### src/rtl/rotation_matrix_scheduler.sv
// Purpose : shares one CORDIC sin/cos core between X/Y/Z rotation requesters
//           (round-robin) and builds the 4x4 homogeneous rotation matrix, Q1.10.5.
// Latency : grant one cycle after req is seen in IDLE; mtrx_valid L+1 cycles after
//           the grant, where L is the core latency.
// Backpressure: one transaction at a time; req is held until granted; a missing
//           result aborts after TIMEOUT cycles with an err pulse.
// Ports   : CLK/rst (async active-low), req + angleX/Y/Z from setup logic,
//           grant, cordic_* handshake to the core, mtrx/mtrx_axis/mtrx_valid to the
//           multiplier, busy and err status.
module rotation_matrix_scheduler #(
  parameter int TIMEOUT = 64
) (
  input  logic         CLK,
  input  logic         rst,
  input  logic [2:0]   req,
  input  logic [15:0]  angleX,
  input  logic [15:0]  angleY,
  input  logic [15:0]  angleZ,
  output logic [2:0]   grant,
  output logic         cordic_tvalid,
  output logic [15:0]  cordic_tdata,
  input  logic         cordic_out_tvalid,
  input  logic [31:0]  cordic_out_tdata,
  output logic [255:0] mtrx,
  output logic [1:0]   mtrx_axis,
  output logic         mtrx_valid,
  output logic         busy,
  output logic         err
);

  localparam int CW = (TIMEOUT > 2) ? $clog2(TIMEOUT) : 1;
  localparam logic [CW-1:0] CNT_LAST = CW'(TIMEOUT - 1);
  localparam logic [15:0] ONE = 16'h0020;
  localparam logic [15:0] Z0  = 16'h0000;

  typedef enum logic [1:0] {IDLE, ISSUE, WAIT, DONE} state_t;

  state_t        state, state_nxt;
  logic [1:0]    ptr;
  logic [1:0]    axis;
  logic [CW-1:0] cnt;

  logic [2:0]    rot;
  logic [1:0]    off;
  logic [2:0]    sum;
  logic [1:0]    pick;
  logic          pick_vld;
  logic [15:0]   pick_angle;

  // Rotate req so the current highest-priority axis lands in bit 0, take the
  // first set bit, then rotate the offset back into an absolute axis number.
  always_comb begin
    rot = req;
    case (ptr)
      2'd1:    rot = {req[0], req[2], req[1]};
      2'd2:    rot = {req[1], req[0], req[2]};
      default: rot = req;
    endcase
    off = rot[0] ? 2'd0 : (rot[1] ? 2'd1 : 2'd2);
    sum = {1'b0, ptr} + {1'b0, off};
    pick = (sum >= 3'd3) ? 2'(sum - 3'd3) : sum[1:0];
    pick_vld = |req;
  end

  always_comb begin
    case (pick)
      2'd0:    pick_angle = angleX;
      2'd1:    pick_angle = angleY;
      default: pick_angle = angleZ;
    endcase
  end

  // ns is formed by negating the raw Q1.1.14 sine before the shift, so it is
  // not simply the negation of the shifted s (floor rounding differs).
  function automatic logic [255:0] build_mtrx(input logic [1:0] ax, input logic [31:0] sc);
    logic [15:0] s, c, ns, neg;
    s   = $signed(sc[31:16]) >>> 9;
    c   = $signed(sc[15:0]) >>> 9;
    neg = ~sc[31:16] + 16'd1;
    ns  = $signed(neg) >>> 9;
    case (ax)
      2'd0:    build_mtrx = {ONE, Z0, Z0, Z0,  Z0, c, ns, Z0,  Z0, s, c, Z0,  Z0, Z0, Z0, ONE};
      2'd1:    build_mtrx = {c, Z0, s, Z0,  Z0, ONE, Z0, Z0,  ns, Z0, c, Z0,  Z0, Z0, Z0, ONE};
      default: build_mtrx = {c, ns, Z0, Z0,  s, c, Z0, Z0,  Z0, Z0, ONE, Z0,  Z0, Z0, Z0, ONE};
    endcase
  endfunction

  always_comb begin
    state_nxt = state;
    err       = 1'b0;
    case (state)
      IDLE:  if (pick_vld) state_nxt = ISSUE;
      ISSUE: state_nxt = WAIT;
      WAIT: begin
        if (cordic_out_tvalid) begin
          state_nxt = DONE;
        end else if (cnt == CNT_LAST) begin
          err       = 1'b1;
          state_nxt = IDLE;
        end
      end
      DONE:    state_nxt = IDLE;
      default: state_nxt = IDLE;
    endcase
  end

  assign grant         = (state == ISSUE) ? (3'b001 << axis) : 3'b000;
  assign cordic_tvalid = (state == ISSUE);
  assign mtrx_valid    = (state == DONE);
  assign busy          = (state != IDLE);

  always_ff @(posedge CLK or negedge rst) begin
    if (!rst) begin
      state        <= IDLE;
      ptr          <= 2'd0;
      axis         <= 2'd0;
      cnt          <= '0;
      cordic_tdata <= 16'd0;
      mtrx         <= 256'd0;
      mtrx_axis    <= 2'd0;
    end else begin
      state <= state_nxt;
      case (state)
        IDLE: begin
          if (pick_vld) begin
            axis         <= pick;
            cordic_tdata <= pick_angle;
          end
        end
        ISSUE: cnt <= '0;
        WAIT: begin
          if (cordic_out_tvalid) begin
            mtrx      <= build_mtrx(axis, cordic_out_tdata);
            mtrx_axis <= axis;
            // Pointer advances only on a completed transaction; a timed-out
            // axis keeps its priority slot.
            ptr       <= (axis == 2'd2) ? 2'd0 : axis + 2'd1;
          end else if (cnt != CNT_LAST) begin
            cnt <= cnt + 1'b1;
          end
        end
        default: ;
      endcase
    end
  end

endmodule

### config.mk
export PLATFORM = sky130hd
export DESIGN_NAME = rotation_matrix_scheduler
export DESIGN_NICKNAME = d
export VERILOG_FILES = /design/src/rtl/rotation_matrix_scheduler.sv
export SDC_FILE = /design/constraint.sdc
export NUM_CORES = 1
export LEC_CHECK = 0
export ABC_AREA = 1
export CORE_ASPECT_RATIO = 0.8
export CORE_MARGIN = 8
export CORE_UTILIZATION = 30
export DETAILED_ROUTE_END_ITERATION = 8
export GPL_TIMING_DRIVEN = 0
export PLACE_DENSITY = 0.76
export SETUP_SLACK_MARGIN = 0.2
export SLEW_MARGIN = 0
export SYNTH_ARGS = -nofsm -noshare
export SYNTH_HDL_FRONTEND = slang
export SYNTH_SLANG_ARGS = --single-unit
### constraint.sdc
create_clock -name CLK -period 3 [get_ports CLK]
set_input_delay 0.6 -clock CLK [delete_from_list [all_inputs] [get_ports CLK]]
set_output_delay 0.6 -clock CLK [all_outputs]
set_load 0.01 [all_outputs]
==> impl_metrics.csv, run 1 <==
group,metric,value,unit
outcome,status,"complete, no violations",
critical_path,cp_common_cell,"sky130_fd_sc_hd__inv_2",
sta,clock.fmax,338,MHz
sta,final.setup_skew,0.00822,ns
sta,finalHoldViolations,0,
die,core_area,19900,um2
logic_synthesis,postSynth.topFlopCell,"sky130_fd_sc_hd__dfrtp_1",
power,p_sw_frac,0.419,
power,power_report.internal_total,9.17,mW
logic_synthesis,synth_common_cells,"sky130_fd_sc_hd__buf_4 (197), sky130_fd_sc_hd__nand2_1 (156), sky130_fd_sc_hd__dfrtp_1 (94)",
logic_synthesis,synth_cell_types,31,
sta,rsz0062_at_grt,"true",
drt,drt-pass1-iter-count,5,
global_route,first_global_vias,5991,
die,dieArea,25100,um2
power,power_frac_clock,0.084,
critical_path,worst-endpoint-required,3.28,ns
die,initial_utilization,0.306,
final_layout,fin_cells,1420,
final_layout,multi_input_area,2510,um2
final_layout,area_growth_syn_to_layout,65.8,%
logic_synthesis,synth_area,6080,um2
clock_tree,clk_root_buffer_cell,"sky130_fd_sc_hd__clkbuf_16",
final_layout,fin_util,0.508,
sta,setup_tns_final,0,ns
clock_tree,htreeDepth,3,
clock_tree,cts_inserted_buffers,9,
power,seq_power_share,0.148,
critical_path,path_class,"reg2reg",
final_layout,regArea,2350,um2
place,routabilityCongestion,0.851,
power,peakVddDrop,2.74,mV
clock_tree,clock-sinks,94,
global_route,grt_usage,0.163,
logic_synthesis,synth-async-reset-ratio,1.00,
die,num_io_pins,367,
critical_path,path_cells,"inv_2 > ha_4 > inv_4 > o221ai_2 > o21ai_2 > nor2_1 > ha_2 > inv_2 > fa_2 > inv_2 > ha_4 > inv_4 > nand3_4 > buf_6 > nand2_8 > buf_12 > buf_16 > nand3_2 > nand2_2 > nor2_2 > nor2_1",
sta,worst-slew-pin-transition,0.647,ns
critical_path,critical-path-max-stage-delay,0.54,ns
job,maxCapViolations,0,
drt,drt_wl_total,21.2,mm
min_path,hold_path.class,"in2async",
global_route,grt_start_max_net_pins,49,
drt,highest-signal-layer,"met5",
power,p_per_area,1560,nW/um2
global_route,grt_antenna_before_repair,2,
sta,fin_crit,2.96,ns
logic_synthesis,yosys_warnings,0,
clock_tree,post_cts_hold_buffer_count,0,
drt,postRouteAntennaNets,0,
sta,final_max_slew_viol_count,0,
critical_path,data_arrival_critical_path,3.24,ns
die,die_height,143,um
drt,detail_route.iter0.violations,298,
final_layout,final_nets,1246,
global_route,grt_pass1_wl,32.7,mm
sta,setup_viol,0,
critical_path,timing.critical_path.fanout_max,7,
place,cell_area_after_placement,9330,um2
place,placedCellCount,1380,
critical_path,rrSetupSlack,0.04,ns
critical_path,critPathLaunchType,"flip-flop",
sta,maxSlewHeadroom,0.569,
logic_synthesis,post-synth-top-area-fraction,0.387,
final_layout,drive_gt1_frac,0.271,
drt,routed_via_count,5821,
die,die_width,175,um
final_layout,filler_cell_count,1830,
global_route,overflow,0,
logic_synthesis,synth_edf_count,0,
die,fp-row-count,46,
final_layout,post-route-cell-area,10100,um2
critical_path,critical_path.n_buffers_inverters,8,
clock_tree,cts.path.max_buffers,2,
logic_synthesis,synth_top_cell_by_area,"sky130_fd_sc_hd__dfrtp_1",
critical_path,slowest_stage,"sky130_fd_sc_hd__fa_2",
clock_tree,clk_transition_reported_paths,0.07,ns
drt,m1WireLength,8.16,mm
power,share_comb_of_total_power,0.768,
drt,route.detailed.wl_per_inst,14.9,um
drt,routed_length_on_met2,10.6,mm
drt,remaining_drc_errors,0,
place,portBuffers,246,
clock_tree,clock_network_latency_to_the_later_pin_of_the_worst_skew_pair,0.35,ns
logic_synthesis,dominant_cell_by_count_in_the_synthesized_netlist,"sky130_fd_sc_hd__buf_4",
place,dp_hpwl,16.7,mm
logic_synthesis,syn_inst,759,
logic_synthesis,synth.yosys.seq_area_share,0.387,
clock_tree,cts_tree,"yes",
sta,final_min_period_over_clock_period,0.987,
critical_path,crit_family,"adder cells",
logic_synthesis,synth_area_leaders,"sky130_fd_sc_hd__dfrtp_1 (39%), sky130_fd_sc_hd__buf_4 (24%), sky130_fd_sc_hd__nand2_1 (9.6%)",
power,power.leakage,5.03,nW
critical_path,cp-end-kind,"flip-flop",
logic_synthesis,ys_seq_elements,94,
power,switching_power,6.61,mW
drt,met3_wirelength,2.07,mm
logic_synthesis,post_synth.cell_area_avg,8.01,um2
drt,routed_via_density,4.10,
-- area by class of cell --
cell class | instances | area share
tap | 264 | 0.0327
antenna | 1 | 0.000248
sequential | 94 | 0.233
inverter | 47 | 0.0180
buffer | 213 | 0.160
clock inverter | 7 | 0.0119
timing repair buffer | 270 | 0.272
multi-input combinational | 515 | 0.249
clock buffer | 9 | 0.0223
-- logic make-up (layout without fill, tap and decap cells) --
| logic type | after synthesis | count (layout) | share of synthesized area |
|---|---|---|---|
| DFF | 94 | 94 | 0.387 |
| xor gates and xnor gates | 1 | 1 | 0.00144 |
| adders and majority gates | 10 | 10 | 0.0218 |
| buffers and inverters | 260 | 546 | 0.288 |
| other | 1 | 112 | 0.000616 |
| AOI/OAI and AO/OA | 59 | 59 | 0.0520 |
| and+or+nand+nor | 334 | 334 | 0.249 |
-- power groups by stage --
stage / Sequential [mW] / Clock, mW / Combinational, mW
6_report: 2.33 / 1.33 / 12.1
5_1_grt: 2.43 / 1.41 / 13.0
4_1_cts: 2.34 / 1.36 / 11.5
3_5_place_dp: 2.34 / 0 / 9.00
3_3_place_gp: 2.32 / 0 / 8.86
2_1_floorplan: 2.51 / 0 / 5.33
-- worst paths after layout --
path                       startpoint         endpoint  depth (start not counted)
max                            ptr[0]  cordic_tdata[1]                         21
min                               rst        mtrx[245]                          1
max reg2reg                    ptr[0]  cordic_tdata[1]                         21
min reg2reg                 mtrx[114]        mtrx[114]                          2
max in group asynchronous         rst         mtrx[98]                          2
min in group CLK            mtrx[114]        mtrx[114]                          2
-- routing by layer --
layer | global-route usage | up-vias
met5 | 0 | -
met4 | 0.0494 | 2
met3 | 0.0614 | 24
met2 | 0.289 | 264
met1 | 0.181 | 2651
li1 | - | 2880
-- repair_timing --
item	in CTS	in global routing
endpoints found under the setup margin	18	19
buffers inserted	17	3
resized for setup	32	20
pin swaps	18	6
gates cloned	3	0
-- registers in the layout, indices dropped and copies added (netlist names) --
name	flops
cordic_tdata	16
mtrx	64
state	2
ptr	2
mtrx_axis	2
axis	2
cnt	6
-- placed cells by master, fill, tap and decap left out, types with 16 or more instances in the layout --
| cell | count |
|---|---|
| sky130_fd_sc_hd__conb_1 | 111 |
| sky130_fd_sc_hd__o21ai_0 | 28 |
| sky130_fd_sc_hd__nor2_1 | 70 |
| sky130_fd_sc_hd__buf_4 | 211 |
| sky130_fd_sc_hd__inv_2 | 16 |
| sky130_fd_sc_hd__inv_1 | 29 |
| sky130_fd_sc_hd__nand2_1 | 151 |
| sky130_fd_sc_hd__clkdlybuf4s50_1 | 242 |
| sky130_fd_sc_hd__o21ai_1 | 20 |
| sky130_fd_sc_hd__nand3_1 | 68 |
| sky130_fd_sc_hd__dfrtp_1 | 94 |
-- worst reg2reg max path, stage by stage (launching register included) --
cell and delay, ns:
sky130_fd_sc_hd__dfrtp_1 0.40, sky130_fd_sc_hd__inv_2 0.07, sky130_fd_sc_hd__ha_4 0.28, sky130_fd_sc_hd__inv_4 0.04, sky130_fd_sc_hd__o221ai_2 0.05, sky130_fd_sc_hd__o21ai_2 0.08
sky130_fd_sc_hd__nor2_1 0.11, sky130_fd_sc_hd__ha_2 0.18, sky130_fd_sc_hd__inv_2 0.03, sky130_fd_sc_hd__fa_2 0.54, sky130_fd_sc_hd__inv_2 0.05, sky130_fd_sc_hd__ha_4 0.16
sky130_fd_sc_hd__inv_4 0.07, sky130_fd_sc_hd__nand3_4 0.08, sky130_fd_sc_hd__buf_6 0.15, sky130_fd_sc_hd__nand2_8 0.13, sky130_fd_sc_hd__buf_12 0.12, sky130_fd_sc_hd__buf_16 0.11
sky130_fd_sc_hd__nand3_2 0.06, sky130_fd_sc_hd__nand2_2 0.06, sky130_fd_sc_hd__nor2_2 0.04, sky130_fd_sc_hd__nor2_1 0.09
-- stage by stage --
step / setup slack (ns) / hold slack (ns) / total power [mW]
2_1_floorplan: 0.148 / 0.304 / 7.84
3_3_place_gp: -2.32 / 0.453 / 11.2
3_5_place_dp: -0.630 / 0.470 / 11.3
4_1_cts: 0.0572 / 0.282 / 15.2
5_1_grt: -0.147 / 0.313 / 16.9
6_report: 0.0403 / 0.275 / 15.8
No activity file was read; power rests on OpenSTA's default activity.
==> inputs of run 2 (changes only) <==
--- a/config.mk
+++ b/config.mk
@@ -8,10 +8,10 @@
 export ABC_AREA = 1
 export CORE_ASPECT_RATIO = 0.8
 export CORE_MARGIN = 8
-export CORE_UTILIZATION = 30
+export CORE_UTILIZATION = 41
 export DETAILED_ROUTE_END_ITERATION = 8
 export GPL_TIMING_DRIVEN = 0
-export PLACE_DENSITY = 0.76
+export PLACE_DENSITY = 0.94
 export SETUP_SLACK_MARGIN = 0.2
 export SLEW_MARGIN = 0
 export SYNTH_ARGS = -nofsm -noshare
==> constraint.sdc (replaced) <==
create_clock -name CLK -period 3.8 [get_ports CLK]
set_input_delay 0.76 -clock CLK [delete_from_list [all_inputs] [get_ports CLK]]
set_output_delay 0.76 -clock CLK [all_outputs]
set_load 0.01 [all_outputs]
==> run 2 against run 1 <==
Global-route usage is 4.4 points higher. Cell count is 7.0% lower. Core utilization is 16 points higher. Worst hold slack better by 0.078 ns. Largest cell class unchanged. Critical path depth is 2 lower. First-iteration DRC count is 21% lower.
==> impl_metrics.csv, run 2 (synthesized netlist as in run 1, its figures left out) <==
group,metric,value,unit
die,initial_utilization,0.423,
sta,clock.fmax,289,MHz
drt,postRouteAntennaNets,0,
power,peakVddDrop,1.64,mV
place,routabilityCongestion,0.822,
final_layout,final_nets,1227,
final_layout,post-route-cell-area,9550,um2
clock_tree,htreeDepth,3,
final_layout,drive_gt1_frac,0.237,
critical_path,crit-reg2reg-capture,"cordic_tdata[14]",
drt,routed_via_count,5834,
critical_path,path_class,"in2reg",
sta,final.setup_skew,0.00958,ns
final_layout,area_growth_syn_to_layout,57.0,%
critical_path,critPathLaunchType,"input port",
place,portBuffers,246,
place,pre_cts_slack,-0.0617,ns
sta,finalHoldViolations,0,
drt,route.detailed.wl_per_inst,15.7,um
final_layout,layout.cells.most_common_list,"sky130_fd_sc_hd__clkdlybuf4s50_1 (245), sky130_fd_sc_hd__buf_4 (202), sky130_fd_sc_hd__nand2_1 (156)",
sta,final_max_slew_viol_count,0,
clock_tree,clock-sinks,94,
clock_tree,clk_transition_reported_paths,0.07,ns
critical_path,data_arrival_critical_path,3.69,ns
global_route,first_global_vias,5877,
clock_tree,clock_network_latency_to_the_later_pin_of_the_worst_skew_pair,0.34,ns
drt,drt-pass1-iter-count,5,
drt,drt_wl_total,20.7,mm
clock_tree,cts_tree,"yes",
clock_tree,cts.path.max_buffers,2,
die,dieArea,19000,um2
final_layout,layout_top_registers,"mtrx (64), cordic_tdata (16), cnt (6)",
critical_path,worst_setup_path_startpoint,"req[0]",
final_layout,max_flop_register,"mtrx",
die,die_width,152,um
final_layout,diodes,0,
final_layout,number_of_flip_flops_under_the_largest_register_name,64,
final_layout,leading_cell_type_in_the_layout_fill_and_taps_excluded,"sky130_fd_sc_hd__clkdlybuf4s50_1",
die,fp-row-count,39,
sta,rsz0062_at_grt,"false",
clock_tree,clk_root_buffer_cell,"sky130_fd_sc_hd__clkbuf_16",
die,die_height,125,um
critical_path,worst-endpoint-required,4.03,ns
clock_tree,post_cts_hold_buffer_count,0,
global_route,grt_usage,0.208,
global_route,grt_start_max_net_pins,63,
sta,final_min_period_over_clock_period,0.911,
place,cell_area_after_placement,9210,um2
outcome,status,"complete, no violations",
critical_path,r2r-start,"ptr[0]",
die,num_io_pins,367,
drt,detail_route.iter0.violations,235,
place,dp_hpwl,17.2,mm
clock_tree,cts_inserted_buffers,9,
drt,remaining_drc_errors,0,
global_route,grt_antenna_before_repair,0,
sta,worst_slack,0.337,ns
critical_path,reg2reg_depth,20,
power,power.leakage,4.87,nW
final_layout,filler_cell_count,1160,
sta,maxSlewHeadroom,0.635,
sta,setup_viol,0,
die,core_area,14400,um2
job,maxCapViolations,0,
global_route,overflow,0,
power,p_per_area,1050,nW/um2
sta,worst-slew-pin-transition,0.548,ns
min_path,hold_path.class,"in2async",
critical_path,rrSetupSlack,0.59,ns
sta,fin_crit,3.46,ns
global_route,grt_pass1_wl,32.0,mm
critical_path,cp-end-kind,"flip-flop",
drt,routed_via_density,4.42,
critical_path,timing.critical_path.fanout_max,10,
==> run 2: worst max-delay path by stage <==
| stage | end | slack [ns] |
|---|---|---|
| 2_1_floorplan | cordic_tdata[12] | 0.77 |
| 3_3_place_gp | cordic_tdata[0] | -1.52 |
| 3_5_place_dp | cordic_tdata[6] | -0.06 |
| 4_1_cts | cordic_tdata[6] | 0.30 |
| 5_1_grt | cordic_tdata[6] | 0.19 |
| 6_report | cordic_tdata[14] | 0.34 |
==> run 2: cell type report <==
cell class	instances	area, um2	area share
flip-flops and latches	94	2350	0.246
clock inverters	7	73.8	0.00773
multi-input cells	515	2390	0.251
inverters	47	176	0.0185
well taps	184	230	0.0241
repair buffers	251	2520	0.264
plain buffers	213	1580	0.165
clock buffers	9	225	0.0236
==> run 2: metrics by stage <==
stage	utilization	power (mW)	std cells	setup TNS [ns]	hold WS (ns)
6_report	0.663	9.99	1320	0	0.353
5_1_grt	0.663	10.7	1320	0	0.367
4_1_cts	0.661	9.81	1316	0	0.355
3_5_place_dp	0.640	8.88	1300	-0.239	0.465
3_3_place_gp	0.638	8.62	1299	-141.92	0.452
2_1_floorplan	-	6.11	869	0	0.464
==> run 2: power by group <==
group	total, mW	switching, mW	internal [mW]
registers	1.85	0.381	1.46
logic	7.24	3.72	3.52
clock network	0.904	0.437	0.466
total	9.99	4.54	5.45
==> run 2: worst max-delay path, cell delays in order <==
cell,delay (ns)
sky130_fd_sc_hd__clkdlybuf4s50_1,0.50
sky130_fd_sc_hd__inv_2,0.05
sky130_fd_sc_hd__o221ai_1,0.16
sky130_fd_sc_hd__o21ai_0,0.13
sky130_fd_sc_hd__nor2_1,0.10
sky130_fd_sc_hd__ha_1,0.14
sky130_fd_sc_hd__inv_1,0.05
sky130_fd_sc_hd__fa_2,0.58
sky130_fd_sc_hd__inv_1,0.06
sky130_fd_sc_hd__ha_1,0.21
sky130_fd_sc_hd__inv_2,0.10
sky130_fd_sc_hd__nand3_2,0.13
sky130_fd_sc_hd__nand2_4,0.15
sky130_fd_sc_hd__nand2_4,0.09
sky130_fd_sc_hd__buf_6,0.16
sky130_fd_sc_hd__nand3_2,0.07
sky130_fd_sc_hd__nand2_1,0.05
sky130_fd_sc_hd__nor2_1,0.13
sky130_fd_sc_hd__nor2_1,0.06
==> run 2: routing by layer <==
| metal | share of wire | GRT usage |
|---|---|---|
| met1 | 0.37 | 0.215 |
| met2 | 0.54 | 0.402 |
| met4 | 0.016 | 0.0551 |
| met5 | 0 | 0 |
| met3 | 0.074 | 0.0609 |
==> run 2: timing repair <==
action | CTS | global route
setup buffers | 0 | 4
resized for setup | 0 | 2
setup endpoints to repair | 0 | 12
==> patch: new RTL, flow settings as in run 2 <==
Set the parameter `TIMEOUT` to 128 (it was 64).
--- a/src/rtl/rotation_matrix_scheduler.sv
+++ b/src/rtl/rotation_matrix_scheduler.sv
@@ -9,5 +9,5 @@
 //           multiplier, busy and err status.
 module rotation_matrix_scheduler #(
-  parameter int TIMEOUT = 64
+  parameter int TIMEOUT = 128
 ) (
   input  logic         CLK,
Check against the original RTL: same outputs for any inputs over 4 cycles, from zero or initial values and one cycle with rst low; that may be too few to reach the edited logic, so the function may still have changed.
==> patch against run 2 <==
- area after synthesis rose by 0.86%
- sequential share of layout area fell by 0.057 points
- worst setup slack improved by 0.029 ns
- sequential cell count rose by 1
- power rose by 2.0%
- routed wire length barely moved
- count of clock-buffer cells in the layout did not move
- combinational power rose by 2%
- cell area rose by 1.3%
- critical path depth did not move
- critical endpoint is now cordic_tdata[10]
==> patch: results (changes against run 2) <==
status: "complete, no violations"
timing.hold.ws_ns: 0.342  # -0.0112 ns
wl_met3_um: 1900  # +24%
syn_inst: 769  # +1.3%
routed_via_density: 4.41  # -0.20%
seqPwrFrac_pct: 18.2  # -0.3 points
slew_headroom_pct: 63.9  # +0.48 points
max_stage_delay_ns: 0.56  # -0.02 ns
synth_common_cells: "197 x buf_4, 157 x nand2_1, 95 x dfrtp_1, 78 x nand3_1, 72 x nor2_1"
ys_top_cells_by_area: "dfrtp_1 39%, buf_4 24%, nand2_1 9.6%, nand3_1 6.4%, nor2_1 4.4%"
grt_util_met1_pct: 22.2  # +0.73 points
post-place-ws_ns: -0.228  # -0.166 ns
intPower_mw: 5.61  # +2.9%
drive_above_1_share_pct: 22.9  # -0.79 points
ys_seq_area_share_pct: 38.7  # +0.077 points
grt_util_met2_pct: 38.5  # -1.7 points
placed_area_mm2: 0.00927  # +0.64%
instances_no_fill: 1338  # +1.4%
drt_iter0_drc: 340  # +45%
ir_drop_v: 0.00202  # +23%
dpl.hpwl_um: 16700  # -2.6%
gp_congestion: 0.847  # +3.0%
grt.total_usage_pct: 21.1  # +0.33 points
timing.reg2reg.setup_slack_ns: 0.64  # +0.05 ns
drtPass1Iterations: 6  # +1
wl_met1_um: 7550  # -1.2%
cp_top_family: "buffers and inverters"
clkPwrFrac_pct: 9.4  # +0.3 points
synth.distinct_cells: 35  # +13%
grt_max_degree: 67  # +6.3%
grt_pass1_wl_um: 32600  # +1.8%
[patch: cell types whose count changed in the layout (fill, tap and decap cells not counted), sizes merged, moves of 2 or more]
cell | before | now
clkinv | 3 | 0
nand4 | 3 | 5
a21oi | 1 | 4
inv | 51 | 57
a31oi | 0 | 2
buf | 214 | 218
[patch: cells by family (layout without fill, tap and decap cells)]
family	after synthesis	count (layout)	synth area share, %
XOR/XNOR	1	1	0.143
buffers and inverters	265	535	29.0
other	1	111	0.0611
adder cells (fa/ha/maj)	10	10	2.16
AO/OA/AOI/OAI	63	63	5.71
flip-flops	95	95	38.7
AND/OR/NAND/NOR	334	334	24.2
[patch: area by class of cell]
class	instances	area (µm²)
Tap cell	189	236
Sequential cell	95	2380
Buffer	213	1590
Clock inverter	7	86.3
Clock buffer	9	225
Inverter	52	198
Fill cell	1209	5140
Timing Repair Buffer	254	2540
Multi-Input combinational cell	519	2420
